--- src/rtl/hc194_seq.sv ---
// hc194_seq: command sequencer that drives a 4-bit universal shift register through N timed mode steps.
// Define HC194_SEQ_SOUT_EN to register the bit shifted out on every shift step (SOUT/SOUT_VLD).
`timescale 1ns/1ps
module hc194_seq (
  input  logic       CP,
  input  logic       MR,
  input  logic       CMD_VALID,
  output logic       CMD_READY,
  input  logic [1:0] CMD_OP,
  input  logic [2:0] CMD_CNT,
  input  logic [3:0] CMD_DATA,
  input  logic       CMD_ROT,
  input  logic       CMD_FILL,
  input  logic [3:0] Q,
  output logic       S0,
  output logic       S1,
  output logic [3:0] D,
  output logic       DSR,
  output logic       DSL,
  output logic       BUSY,
  output logic       DONE,
  output logic       SOUT,
  output logic       SOUT_VLD
);

  typedef enum logic [1:0] {
    IDLE = 2'd0,
    RUN  = 2'd1,
    FIN  = 2'd2
  } state_t;

  state_t     state;
  logic [3:0] cnt;
  logic [1:0] op;
  logic       rot;
  logic       fill;

  assign CMD_READY = (state == IDLE) && !MR;
  assign BUSY      = (state != IDLE);

  // Serial inputs follow Q live so a rotate feeds back the current end bit each step.
  assign DSL = (state == IDLE) ? 1'b0 : (rot ? Q[3] : fill);
  assign DSR = (state == IDLE) ? 1'b0 : (rot ? Q[0] : fill);

  always_ff @(posedge CP or posedge MR) begin
    if (MR) begin
      state <= IDLE;
      cnt   <= 4'd0;
      op    <= 2'b00;
      rot   <= 1'b0;
      fill  <= 1'b0;
      S0    <= 1'b0;
      S1    <= 1'b0;
      D     <= 4'd0;
      DONE  <= 1'b0;
    end else begin
      case (state)
        IDLE: begin
          if (CMD_VALID) begin
            op    <= CMD_OP;
            rot   <= CMD_ROT;
            fill  <= CMD_FILL;
            D     <= CMD_DATA;
            S1    <= CMD_OP[1];
            S0    <= CMD_OP[0];
            state <= RUN;
            if (CMD_OP == 2'b11)
              cnt <= 4'd1;
            else if (CMD_CNT == 3'd0)
              cnt <= 4'd8;
            else
              cnt <= {1'b0, CMD_CNT};
          end
        end
        RUN: begin
          cnt <= cnt - 4'd1;
          // Last step: the register samples the mode one final time on this edge.
          if (cnt == 4'd1) begin
            S1    <= 1'b0;
            S0    <= 1'b0;
            DONE  <= 1'b1;
            state <= FIN;
          end
        end
        FIN: begin
          DONE  <= 1'b0;
          state <= IDLE;
        end
        default: state <= IDLE;
      endcase
    end
  end

`ifdef HC194_SEQ_SOUT_EN
  // Capture the pre-shift end bit that leaves the register on each shift edge.
  always_ff @(posedge CP or posedge MR) begin
    if (MR) begin
      SOUT     <= 1'b0;
      SOUT_VLD <= 1'b0;
    end else if (state == RUN && op == 2'b10) begin
      SOUT     <= Q[3];
      SOUT_VLD <= 1'b1;
    end else if (state == RUN && op == 2'b01) begin
      SOUT     <= Q[0];
      SOUT_VLD <= 1'b1;
    end else begin
      SOUT_VLD <= 1'b0;
    end
  end
`else
  assign SOUT     = 1'b0;
  assign SOUT_VLD = 1'b0;
`endif

endmodule

--- config.mk ---
export PLATFORM = sky130hd
export DESIGN_NAME = hc194_seq
export DESIGN_NICKNAME = d
export VERILOG_FILES = /design/src/rtl/hc194_seq.sv
export SDC_FILE = /design/constraint.sdc
export NUM_CORES = 1
export LEC_CHECK = 0
export ABC_AREA = 1
export CAP_MARGIN = 40
export CORE_UTILIZATION = 25
export DETAILED_ROUTE_END_ITERATION = 12
export GPL_TIMING_DRIVEN = 0
export PLACE_DENSITY = 0.57
export SLEW_MARGIN = 20
export SYNTH_ARGS = -nofsm -noshare
export SYNTH_HDL_FRONTEND = slang
export SYNTH_SLANG_ARGS = --single-unit
--- constraint.sdc ---
create_clock -name CP -period 1.8 [get_ports CP]
set_input_delay 0.36 -clock CP [delete_from_list [all_inputs] [get_ports CP]]
set_output_delay 0.36 -clock CP [all_outputs]
set_load 0.03 [all_outputs]
After elaboration in Yosys (flattened, before gate mapping):

Index checks and enable logic that the tools add are counted.

* add/subtract/negate cells: 1
* eq/ne operators: 6
* multiplexer cells: 18
* reductions and logical operators: 12

Operator list (count)
* 4-bit two-way mux: 3
* 1-bit two-way mux: 8
* 4-bit case mux with 2 select lines: 1
* 2-bit AND reduction: 4
* 1-bit case mux with 2 select lines: 3
* 2-bit nonzero test: 3
* 2-bit equality test, second input constant: 2
* 4-bit by 1-bit equality test with 1-bit output, second input constant: 1
* 2-bit two-way mux: 2
* 2-bit inequality test, second input constant: 2
* 2-bit case mux with 2 select lines: 1
* 4-bit by 1-bit subtractor with 4-bit output, second input constant: 1
* 3-bit zero test: 1
* 3-bit AND reduction: 1
* 2-bit by 1-bit equality test with 1-bit output, second input constant: 1
* 2-bit zero test: 1
* 1-bit logical AND: 1
* 1-bit zero test: 1

* flip-flop bits (word level): 15
* input bits: 18

Logic depth before layout (Yosys ltp):

* depth after elaboration: 5
* mapped depth: 7
* gate-level depth less buffers: 7

Worst setup path after synthesis:

Ideal clock, no wire load.

* path type: reg2out
* start point: reg state[0]
* end point: out DSL
* arrival: 1.171 ns
* required time: 1.440 ns
* setup slack: 0.269 ns
* stages on the path, launching flop included: 5
* buffers on the path: 0
* path through: dfrtp_1 inv_2 nand2_4 inv_1 a21oi_1

* cells in the longest elaborated chain, start to end: 2

Ends and longest elaborated chain
* from (decl): line 32 `state_t state;`
* from (signal assigned): line 47 `state <= IDLE;`
* from (signal assigned): line 66 `state <= RUN;`
* from (signal assigned): line 82 `state <= FIN;`
* 2-bit zero test: line 42 `assign DSL = (state == IDLE) ? 1'b0 : (rot ? Q[3] : fill);`
* 1-bit two-way mux: line 42
* to (decl): line 19 `output logic DSL,`

Every way passes these cells.

Final worst setup path:

* start point: reg D[0]
* end point: out D[0]

RTL lines
* from (decl): line 17 `output logic [3:0] D,`
* from (signal assigned): line 54 `D <= 4'd0;`
* from (signal assigned): line 63 `D <= CMD_DATA;`

No word-level cell between the ends.

==> results_dict.tcl <==
set metrics [dict create \
    status "finished clean" \
    crit_path_cell_chain "clkdlybuf4s50_1" \
    diodes 0 \
    route.vias.total 737 \
    first_pass_iters 4 \
    maxCapViolCount 0 \
    globalRoute.totalOverflow 0 \
    drt-vias-per-instance 4.16 \
    cts.clk_slew.worst_paths_ps 90 \
    final-setup-viol-count 0 \
    p_clk_share_pct 10.2 \
    postSynthRegisterBits 15 \
    hold_viol 0 \
    criticalPathCategory "reg -> out" \
    worst_path_dominant_cell_family "buffers and inverters" \
    cts.htree.levels 1 \
    p_int_mw 1.02 \
    critPathBufInv 1 \
    largest_vdd_supply_drop_mv 0.625 \
    max_clock_freq_ghz 0.589 \
    holdCritPathClass "in -> async" \
    power-per-cell-area_mw_per_mm2 1690 \
    antenna_found_initial 0 \
    design_area_mm2 0.00115 \
    port_buf_inserts 26 \
    drt.antenna.violating_nets 0 \
    fin_hold_ws_ps 470 \
    grt_pass1_wl_um 3110 \
    static-leakage-power_nw 0.590 \
    detail_route.wirelength_um 1830 \
    final_layout_size_suffix_gt1_share_pct 18.0 \
    detailed_place_hpwl_um 1380 \
    io_pins 31 \
    layout_min_cycle_time_ps 1700 \
    post_cts_hold_buffer_count 0 \
    critPathMaxStageDelay_ps 680 \
    start_util_pct 26.4 \
    cp_slowest_cell "clkdlybuf4s50_1" \
    endpoint_kind_of_the_worst_setup_timing_path "output port" \
    post_dp_cell_area_mm2 0.00113 \
    power_switching_mw 0.926 \
    syn-instance-count 101 \
    clock-root-buffer "clkbuf_4" \
    placeableCoreArea_mm2 0.00308 \
    cts_buffer_depth 2 \
    power.total_mw 1.94 \
    clock_sink_count 15 \
    worst-slew-pin-transition_ps 585 \
    setup.worst_path.start_class "flip-flop" \
    finalCritPeriodShare_pct 94.4 \
    post_synth.cell_area_avg_um2 8.05 \
    largest_net_degree_at_the_start_of_global_routing 16 \
    numCtsBuffers 3 \
    fin_nets 154 \
    worst_skew_pair.late_latency_ps 290 \
    timing.final.max_slew_violations 0 \
    gr-usage-all-layers_pct 12.1 \
    netlist_area_um2 813 \
    area.growth.synth_to_final_pct 41.5 \
    fin_skew_ps 1.43 \
    grt_setup_unrepaired "false" \
    utilization_pct 37.4 \
    power_frac_seq_pct 31.0 \
    average_wire_per_cell_in_the_routed_design_um 10.4 \
    ys.warnings.count 0 \
    required_ps 1440 \
    place.gp.congestion 0.797 \
    first_global_vias 759 \
    peak_fanout_along_the_critical_path 2 \
    worst_ep_arrival_time_ps 1340 \
    max_slew_margin_pct 61.0 \
    power.switching_fraction_pct 47.7 \
    totalNegativeSetupSlack_ps 0 \
    width_of_the_die_um 59.0 \
    drt_drc_violations_left 0 \
    share_of_the_yosys_chip_area_belonging_to_registers_pct 46.2 \
    combinational_cell_fraction_of_total_power_pct 58.8 \
    placement_rows 20 \
    floorplan.die_area_mm2 0.00349 \
    die_height_um 59.0 \
    tritoncts_clock_tree "yes" \
    drt_iter0_markers 27 \
    synth_cell_types 24 \
]
power groups by stage:
stage	clock network, mW	logic (mW)	registers, mW
after floorplan	0	0.650	0.730
after global placement	0	1.14	0.606
after detailed placement	0	1.16	0.613
after CTS	0.206	1.15	0.610
after global routing	0.220	1.24	0.623
final	0.199	1.14	0.602
registers in the layout (all words and copies together) (netlist names):
name / cells
D: 4
DONE: 1
S0: 1
S1: 1
cnt: 4
fill: 1
rot: 1
state: 2
cell families (layout without fill, tap and decap cells):
logic type	Yosys count	in the layout	synth area share (%)
simple gates	55	55	31.2
flops	15	15	46.2
buf+inv	17	48	10.2
fa+ha+maj	2	2	3.08
other cells	1	2	0.461
compound gates	11	11	8.92
layout by cell type (no fill, tap or decap):
master and instances:
a21oi_1 2, a21oi_2 1, a31oi_1 1, buf_2 2, buf_4 3, buf_8 1
clkbuf_2 1, clkbuf_4 3, clkdlybuf4s50_1 22, clkinv_2 1, conb_1 2, dfrtp_1 15
dlygate4sd2_1 1, ha_1 2, inv_1 10, inv_2 4, nand2_1 38, nand2_2 1
nand2_4 1, nand3_1 4, nand3_2 1, nor2_1 7, nor2_4 1, nor2_8 1
o211ai_2 1, o21a_2 1, o21ai_0 2, o21ai_1 2, o22ai_1 1, or2_2 1
stage by stage:
step           worst slack, ps  instances
2_1_floorplan              269        102
3_3_place_gp              -232        172
3_5_place_dp              -257        172
4_1_cts                   29.1        176
5_1_grt                   31.4        177
6_report                   101        177
layer usage:
layer  routed length (um)  vias to the layer above  GRT usage (%)
met3                   95                        6           2.40
met2                  833                       28           19.0
met4                   54                        0           9.86
met1                  848                      331           14.4
li1                     -                      372              -
met5                    0                        -              0
area by class of cell:
type	count	area, um2
Fill cell	332	1930
Sequential cell	15	375
Multi-Input combinational cell	70	359
Timing Repair Buffer	27	251
Tap cell	44	55.1
Inverter	14	52.6
Buffer	3	30.0
Clock buffer	3	22.5
Clock inverter	1	5.00
repair_timing:
action	CTS	global route
pin swaps	0	0
setup endpoints to repair	4	3
buffers inserted	0	1
resized for setup	8	6
Yosys cell counts, drive strengths merged:
library cell  number  area share (%)
o21a               1             1.1
nand2             40              20
o21ai              4             2.5
o211ai             1             1.5
a21oi              3             2.3
conb               1            0.46
dfrtp             15              46
o22ai              1            0.77
inv               14             6.5
ha                 2             3.1
buf                3             3.7
a31oi              1            0.77
nor2               9             7.1
or2                1            0.77
nand3              5             3.7
worst paths after layout:
kind | from | endpoint | slack, ps | cells past startpoint
min in group CP | fill | fill | 490 | 2
hold / removal | MR | fill | 470 | 2
setup / recovery | D[0] | D[0] | 100 | 1
max in group asynchronous | MR | cnt[1] | 950 | 2
setup reg to reg | state[0] | cnt[3] | 680 | 5
hold reg to reg | fill | fill | 490 | 2
(Power assumes the default switching activity.)
